--- src/rtl/add_arbiter.sv ---
// Round-robin arbiter that time-shares one external registered adder among four
// requesters, with exactly one operand pair in flight at a time.
module add_arbiter #(
  parameter int WIDTH     = 8,
  parameter int RES_WIDTH = 9,
  parameter int NUM_REQ   = 4
) (
  input  logic                       i_clk,
  input  logic                       i_rst_n,
  input  logic [NUM_REQ-1:0]         i_req_valid,
  output logic [NUM_REQ-1:0]         o_req_ready,
  input  logic [NUM_REQ*WIDTH-1:0]   i_req_a,
  input  logic [NUM_REQ*WIDTH-1:0]   i_req_b,
  output logic [WIDTH-1:0]           o_add_a,
  output logic [WIDTH-1:0]           o_add_b,
  input  logic [RES_WIDTH-1:0]       i_add_sum,
  output logic                       o_res_valid,
  input  logic                       i_res_ready,
  output logic [1:0]                 o_res_id,
  output logic [RES_WIDTH-1:0]       o_res_sum,
  output logic                       o_busy
);

  localparam int ID_W = 2;

  typedef enum logic [1:0] {
    S_IDLE,
    S_ISSUE,
    S_WAIT,
    S_DONE
  } state_t;

  state_t                r_state;
  logic [ID_W-1:0]       r_ptr;
  logic [WIDTH-1:0]      r_op_a;
  logic [WIDTH-1:0]      r_op_b;
  logic [ID_W-1:0]       r_res_id;
  logic [RES_WIDTH-1:0]  r_res_sum;
  logic                  r_res_valid;

  logic                  w_grant_any;
  logic [ID_W-1:0]       w_grant_idx;
  logic                  w_accept;

  // Scan from the highest offset down so the lowest offset from r_ptr wins.
  always_comb begin
    // NOTE: every always_comb output gets a default first, so no path can infer a latch.
    w_grant_any = 1'b0;
    w_grant_idx = '0;
    for (int k = NUM_REQ - 1; k >= 0; k--) begin
      logic [ID_W-1:0] cand;
      cand = r_ptr + ID_W'(k);
      if (i_req_valid[cand]) begin
        w_grant_any = 1'b1;
        w_grant_idx = cand;
      end
    end
  end

  assign w_accept = (r_state == S_IDLE) && w_grant_any;

  // The accept strobe is combinational, so it is masked by reset directly.
  always_comb begin
    o_req_ready = '0;
    if (w_accept && i_rst_n) o_req_ready[w_grant_idx] = 1'b1;
  end

  always_ff @(posedge i_clk or negedge i_rst_n) begin
    if (!i_rst_n) begin
      r_state     <= S_IDLE;
      r_ptr       <= '0;
      r_op_a      <= '0;
      r_op_b      <= '0;
      r_res_id    <= '0;
      r_res_sum   <= '0;
      r_res_valid <= 1'b0;
    end else begin
      // NOTE: state uses non-blocking assignments so every register samples pre-edge values.
      case (r_state)
        S_IDLE: begin
          if (w_accept) begin
            r_op_a   <= i_req_a[w_grant_idx*WIDTH +: WIDTH];
            r_op_b   <= i_req_b[w_grant_idx*WIDTH +: WIDTH];
            r_res_id <= w_grant_idx;
            r_ptr    <= w_grant_idx + ID_W'(1);
            r_state  <= S_ISSUE;
          end
        end
        S_ISSUE: r_state <= S_WAIT;
        S_WAIT: begin
          r_res_sum   <= i_add_sum;
          r_res_valid <= 1'b1;
          r_state     <= S_DONE;
        end
        S_DONE: begin
          if (i_res_ready) begin
            r_res_valid <= 1'b0;
            r_state     <= S_IDLE;
          end
        end
        default: r_state <= S_IDLE;
      endcase
    end
  end

  assign o_add_a     = r_op_a;
  assign o_add_b     = r_op_b;
  assign o_res_valid = r_res_valid;
  assign o_res_id    = r_res_id;
  assign o_res_sum   = r_res_sum;
  assign o_busy      = (r_state != S_IDLE);

endmodule

--- config.mk ---
export PLATFORM = sky130hd
export DESIGN_NAME = add_arbiter
export DESIGN_NICKNAME = d
export VERILOG_FILES = /design/src/rtl/add_arbiter.sv
export SDC_FILE = /design/constraint.sdc
export NUM_CORES = 1
export LEC_CHECK = 0
export CORE_MARGIN = 2
export CORE_UTILIZATION = 33
export DETAILED_ROUTE_END_ITERATION = 8
export GPL_TIMING_DRIVEN = 0
export HOLD_SLACK_MARGIN = 0.08
export PLACE_DENSITY = 0.79
export SLEW_MARGIN = 5
export SYNTH_ARGS = -nofsm -noshare
export SYNTH_HDL_FRONTEND = slang
export SYNTH_SLANG_ARGS = --single-unit
--- constraint.sdc ---
create_clock -name i_clk -period 1.6 [get_ports i_clk]
set_input_delay 0.24 -clock i_clk [delete_from_list [all_inputs] [get_ports i_clk]]
set_output_delay 0.24 -clock i_clk [all_outputs]
set_load 0.02 [all_outputs]
# Yosys cells after proc, flatten, opt, wreduce, memory -nomap -nowiden
# Cells that the tools add are included.
# totals
register_bits	32
output_inout_bits	33
word_cells	57
input_bits	80
# classes
order_cmp	6
n_eq_ne	5
add_sub_neg	4
shifts	2
muxes	24
reduce_logical	9
# ops
operator	n
variable part select 32 x 6 -> 8 bit	2
less-than comparator 2 x 3 -> 1 bit, second input constant	5
two-way mux 2 bit	6
two-way mux 1 bit	10
binary-select mux 1 bit (select 2 bit)	4
case mux 2 bit (4 select lines)	1
AND reduction 2 bit	3
adder 2 x 1 -> 2 bit, second input constant	2
adder 2 bit, second input constant	2
== test 2 bit, second input constant	2
two-way mux 4 bit	1
!= test 2 bit, second input constant	2
nonzero test 2 bit	2
logical AND 1 bit	3
demux 1 bit (select 2 bit)	1
== test 2 x 1 -> 1 bit, second input constant	1
greater-or-equal comparator 2 x 1 -> 1 bit, second input constant	1
zero test 2 bit	1
case mux 1 bit (2 select lines)	1

# Depth between registers and ports, before layout
# Gate-level depths: netlist of the first run.
# depth
ltp_word	12
ltp_mapped	7
depth_no_buf	6

# Worst setup path before layout of the first run
# No wires, ideal clock.
# synth_path
kind	register to output
from	register r_state[0]
to	output o_req_ready[0]
arrival_ns	1.692
path_buffers	1
slack_ns	-0.332
t_required_ns	1.360
stages_incl_launch_ff	8
cell_sequence	dfrtp_1 -> inv_1 -> ha_1 -> inv_1 -> nor2_1 -> clkbuf_1 -> nand3_1 -> nor2b_1
# synth_via
elab_chain_len	4
# synth_lines
element	line_no	rtl
start: declaration	33	state_t r_state;
start signal: assignment	70	r_state <= S_IDLE;
start signal: assignment	86	r_state <= S_ISSUE;
start signal: assignment	89	S_ISSUE: r_state <= S_WAIT;
zero test 2 bit	60	assign w_accept = (r_state == S_IDLE) && w_grant_any;
logical AND 1 bit	60	
logical AND 1 bit	65	if (w_accept && i_rst_n) o_req_ready[w_grant_idx] = 1'b1;
two-way mux 4 bit	65	
end: declaration	11	output logic [NUM_REQ-1:0] o_req_ready,
# Every way passes these cells.

# Worst setup path in the final report of the first run
# layout_path
from	register r_ptr[0]
to	output o_req_ready[0]
# layout_via
elab_chain_len	12
word_cells_on_any_way	27
classes_between	add/sub: 3; order compare: 2; mux: 19; reduce/logical: 3
# layout_lines
element	line_no	rtl
start: declaration	34	logic [ID_W-1:0] r_ptr;
start signal: assignment	85	r_ptr <= w_grant_idx + ID_W'(1);
adder 2 bit	52	cand = r_ptr + ID_W'(k);
binary-select mux 1 bit (select 2 bit)	53	if (i_req_valid[cand]) begin
two-way mux 1 bit (implied by the code)	53	
two-way mux 2 bit (4 in a row)	53	
less-than comparator 2 x 3 -> 1 bit (implied by the code) or greater-or-equal comparator 2 x 1 -> 1 bit (tied branches)	65	
logical AND 1 bit (implied by the code)	65	
two-way mux 1 bit (implied by the code)	65	
demux 1 bit (select 2 bit)	65	
two-way mux 4 bit *	65	
# Every way passes the cells marked *; elsewhere a longest branch is shown, timed or not. The select of a mux whose other input is x is not followed.

==> results.cfg, run 1 <==
[outcome]
status = finished with violations
violations = setup timing

[grt]
antenna_found_initial = 0
grt_pass1_vias = 1971
grt_pass1_wl_mm = 9.68
overflow = 0
track_usage = 0.202
grt_max_degree = 36

[floorplanning]
die_area_um2 = 6100
initial_core_util = 0.348
core_area_um2 = 5200
die_x_um = 78.1
io_pins = 113
rows = 26
fp.dieH_um = 78.1

[logic_synthesis]
netlist.area_leader.share = 0.442
synth_area_um2 = 1810
syn-num-nets = 253
yosys-top-cells-count = dfrtp_1 (32), nor2_1 (24), o22ai_1 (18), mux2i_1 (16), mux2_2 (9)
async_flop_share = 1.00
synth-edff-count = 0
yosysSeqAreaShare = 0.442
synth_area_leaders = dfrtp_1 (44%), mux2i_1 (8.8%), a221oi_2 (6.6%)
yosys.area.top_type = dfrtp_1
ys_seq_elements = 32
avgSynthCellArea_um2 = 10.7
yosysMostFrequentCell = dfrtp_1
synth_cells = 169
yosysWarnings = 0
synth_cell_types = 30
ys.flop_type = dfrtp_1

[detailed_routing]
post_drt_wl_per_cell_um = 16.6
topRoutingLayerUsed = met4
wl_mm = 6.15
num_vias = 1899
drc = 0
via_per_inst = 5.12
dr_wl_met2_mm = 2.94
drt_iter0_markers = 81
met3_length_um = 556
drt-met1-wl_mm = 2.56
drtPass1Iterations = 4
antenna_left = 0

[sta]
finalHoldViolations = 0
period_share = 1.20
skew_ps = 7.47
fin_crit_ps = 1930
setup_viol = 21
slew_violations = 0
fmaxAchievable_mhz = 519
rsz0062_at_grt = yes
relSlewSlack = 0.463
whs_ps = 33.7
tightest_slew_ps = 805
setup_slack_ps = -325

[worst_setup_path]
critical-path-top-delay-family = simple AND/OR/NAND/NOR gates
worstSetupPathType = reg -> out
start_kind = flop
path_max_fanout = 4
cp_num_buf_inv = 3
endpoint = o_req_ready[0]
crit_start = r_ptr[0]
crit_path_end_kind = primary output
timing.rr.start = r_ptr[0]
cp.depth = 7
required_ps = 1360
cpMostUsedCell = buf_6
crit_path_max_incr_delay_ps = 390
ff2ff_setup_slack_ps = -180
r2r_cells = 7
reg2reg_to = o_add_a[1]
slowest_stage = dfrtp_1
crit_chain = and2b_1, buf_6, nor3_4, o22ai_2, buf_6, nor2b_4, buf_6
cp.arrival_ps = 1690

[clock_network]
clk_pin_slew_ps = 70
root_buffer = clkbuf_8
h-tree-depth = 2
clk_latency_ps = 290
cts_tree = yes
clockBufferDepth = 2
clock_sink_count = 32
cts_buffers = 5

[power_and_ir_drop]
clockPowerShare = 0.106
p_leak_nw = 1.46
intPower_mw = 3.58
p_comb_frac = 0.652
p_per_area_nw_per_um2 = 1780
power.switching_mw = 2.50
vdd_ir_drop_max_mv = 0.971
swShare = 0.411
finalPower_mw = 6.09
pwr-share-seq = 0.242

[layout]
n_antenna_cell = 0
nNetsFinal = 384
final_util = 0.655
syn_to_final_growth_pct = 88.1
layout-drive-gt1-share = 0.269

[placed_design]
gp_congestion = 0.792
pre_cts_slack_ps = -1100
io_buffers = 112
hpwl_mm = 4.41

[min_path]
hold_path.class = in -> async

[run]
cap_violations = 0
per-layer routing:
layer	vias up	GRT usage
met3	10	0.0644
met1	902	0.239
li1	893	-
met5	-	0
met2	94	0.353
met4	0	0.0579
flip-flops by register name (all words and copies together), names as in the netlist:
signal and flops:
r_ptr 2, o_res_sum 9, o_res_valid 1, o_add_b 8, o_res_id 2, r_state 2, o_add_a 8
power groups by stage:
stage	registers (mW)	logic, mW	clock network [mW]
CTS	1.47	3.88	0.661
global placement	1.48	3.42	0
detailed placement	1.50	3.46	0
floorplan	1.91	1.64	0
global route	1.53	4.24	0.702
finish	1.47	3.97	0.644
area by class of cell:
class	count	area (um2)
well taps	70	87.6
plain buffers	9	98.8
multi-input cells	120	1080
clock buffers	6	82.6
flip-flops and latches	32	801
clock inverters	2	10.0
inverters	5	18.8
repair buffers	127	1230
fillers	401	1790
per-stage QoR:
stage	cells	setup TNS, ps	instance area, um2
detailed placement	351	-18950	3060
global route	371	-5180	3410
finish	371	-3060	3410
floorplan	169	0	1860
global placement	351	-34170	3060
CTS	372	-3880	3360
worst reg2reg max path: cells and delay by family, from the launching register on:
kind            cells  cell delay (ps)
buf+inv             2              300
flops               1              410
compound gates      3              490
simple gates        2              450
timing repair:
item                                   CTS  global route
endpoints found under the hold margin   32             0
setup endpoints to repair               34            32
buffers inserted                        14             1
resized for setup                       53            14
pin swaps                               17            10
cells by family (layout without fill, tap and decap cells):
kind of cell,after synthesis,count (layout),share of synthesized area
flip-flops,32,32,0.442
AO/OA/AOI/OAI,47,47,0.217
adder cells (fa/ha/maj),4,4,0.0276
AND/OR/NAND/NOR,44,44,0.113
multiplexers,25,25,0.144
buffers and inverters,17,149,0.0566
how the worst min path moves through the flow:
stage	startpoint	slack (ps)	cells past startpoint	end
floorplan	i_rst_n	-60	0	o_add_a[0]
global placement	o_res_id[0]	460	1	o_res_id[0]
detailed placement	i_rst_n	360	1	o_res_id[1]
CTS	i_rst_n	50	1	r_ptr[1]
global route	i_rst_n	100	1	o_add_a[6]
finish	i_rst_n	30	1	r_ptr[1]
layout by cell type (no fill, tap or decap), types with 3 or more instances in the layout:
| cell | n |
|---|---|
| a221oi_2 | 15 |
| buf_4 | 14 |
| buf_6 | 10 |
| clkbuf_8 | 7 |
| clkdlybuf4s50_1 | 102 |
| dfrtp_1 | 32 |
| dlygate4sd2_1 | 4 |
| ha_1 | 3 |
| inv_2 | 3 |
| mux2_2 | 9 |
| mux2i_1 | 15 |
| nand2_1 | 3 |
| nor2_1 | 22 |
| nor2b_1 | 3 |
| o21ai_0 | 4 |
| o22ai_1 | 16 |
(Power assumes the default switching activity.)
==> run 2: changes to the inputs <==
- CORE_ASPECT_RATIO: not set -> 2
- CORE_UTILIZATION: 33 -> 37
- PLACE_DENSITY: 0.79 -> 0.84
- clock period: 1.6 -> 2 ns (I/O delays scaled with it)
==> run 2 against run 1 <==
  * The flow still finishes with violations (setup timing)
  * Via count is 2.9% higher
  * Wire length rose by 0.78%
  * Sequential share of layout area grew 0.27 points
  * Sequential cell count is the same
  * Largest power group unchanged
==> results.cfg, run 2 (same netlist as run 1, synthesis figures left out) <==
[power_and_ir_drop]
pwr-share-seq = 0.237
finalPower_mw = 5.03
swShare = 0.406
power.switching_mw = 2.04
p_comb_frac = 0.638
vdd_ir_drop_max_mv = 0.998
p_leak_nw = 1.44
intPower_mw = 2.99
p_per_area_nw_per_um2 = 1490
clockPowerShare = 0.125

[floorplanning]
initial_core_util = 0.380
io_pins = 113
fp.dieH_um = 103
die_x_um = 53.5
rows = 36
die_area_um2 = 5510
core_area_um2 = 4770

[detailed_routing]
wl_mm = 6.19
drtPass1Iterations = 4
drc = 0
antenna_left = 0
drt_iter0_markers = 22
num_vias = 1954
via_per_inst = 5.40
post_drt_wl_per_cell_um = 17.1

[layout]
fillers = 361
n_antenna_cell = 0
syn_to_final_growth_pct = 86.0
multi_input_area_um2 = 1030
layout_common_cells = clkdlybuf4s50_1 (103), dfrtp_1 (32), nor2_1 (22)
final_common_cell = clkdlybuf4s50_1
final_cell_area_um2 = 3370
layout-drive-gt1-share = 0.256
seq_area_um2 = 801
largest_reg_flops = 9
nNetsFinal = 388

[clock_network]
clockBufferDepth = 2
root_buffer = clkbuf_8
cts_buffers = 5
h-tree-depth = 2
clk_latency_ps = 290
cts_tree = yes
clock_sink_count = 32
clk_pin_slew_ps = 80

[grt]
antenna_found_initial = 0
grt_pass1_vias = 2095
grt_max_degree = 36
overflow = 0
grt_pass1_wl_mm = 9.65
track_usage = 0.236

[worst_setup_path]
crit_path_end_kind = primary output
start_kind = flop
critical-path-top-delay-family = simple AND/OR/NAND/NOR gates
required_ps = 1700
worstSetupPathType = reg -> out
cp.arrival_ps = 1730
ff2ff_setup_slack_ps = 120
cp_num_buf_inv = 2
cpMostUsedCell = buf_6
slowest_stage = dfrtp_1
crit_chain = and2b_2, o221ai_2, and3_1, buf_6, and3_4, buf_6
crit_path_max_incr_delay_ps = 400
path_max_fanout = 3
r2r_cells = 7
timing.rr.start = r_ptr[0]
reg2reg_to = o_add_b[1]

[sta]
fin_crit_ps = 2030
tightest_slew_ps = 806
whs_ps = 95.1
skew_ps = 11.0
setup_slack_ps = -27.5
period_share = 1.01
slew_violations = 0
setup_viol = 1
fmaxAchievable_mhz = 493
finalHoldViolations = 0
rsz0062_at_grt = yes
relSlewSlack = 0.463

[placed_design]
hpwl_mm = 4.34
io_buffers = 112
gp_congestion = 0.786
pre_cts_slack_ps = -895
placed_area_um2 = 3000

[outcome]
violations = setup timing
status = finished with violations

[min_path]
hold_path.class = in -> async

[run]
cap_violations = 0
## run 2: area by class of cell
cell class / count / area share
flip-flops and latches: 32 / 0.237
plain buffers: 9 / 0.0237
inverters: 5 / 0.00557
well taps: 57 / 0.0212
clock inverters: 3 / 0.0126
clock buffers: 5 / 0.0204
multi-input cells: 120 / 0.304
repair buffers: 131 / 0.375
## run 2: power by group through the flow
stage / registers, mW / clock network [mW] / logic [mW]
finish: 1.19 / 0.630 / 3.21
global route: 1.23 / 0.660 / 3.44
CTS: 1.18 / 0.629 / 2.98
detailed placement: 1.20 / 0 / 2.70
global placement: 1.18 / 0 / 2.63
floorplan: 1.53 / 0 / 1.25
## run 2: stage by stage
stage               utilization  std cells  TNS (ps)
floorplan                     -        169         0
global placement          0.629        338    -10600
detailed placement        0.628        338     -6110
CTS                       0.679        356         0
global route              0.706        362     -57.0
finish                    0.706        362     -27.5
## run 2: worst max-delay path by stage
stage	from	endpoint	slack (ps)	depth (start not counted)
CTS	i_req_valid[3]	o_req_ready[3]	3	7
global route	r_ptr[0]	o_req_ready[2]	-50	6
floorplan	r_state[0]	o_req_ready[0]	8	7
detailed placement	i_req_valid[3]	o_req_ready[0]	-890	7
global placement	i_rst_n	o_req_ready[0]	-1280	4
finish	r_ptr[0]	o_req_ready[2]	-30	6
## run 2: what timing repair did
item / CTS / global route
buffers inserted: 12 / 7
endpoints found under the setup margin: 4 / 6
pin swaps: 5 / 7
hold buffers: 0 / 0
resized for setup: 41 / 29
## run 2: per-layer routing
layer	track usage	wire [um]	part of all wire	vias up
li1	-	-	-	901
met1	0.262	2180	0.35	933
met2	0.418	3260	0.53	107
met3	0.0638	631	0.10	13
met4	0.0828	127	0.021	0
met5	0	0	0	-
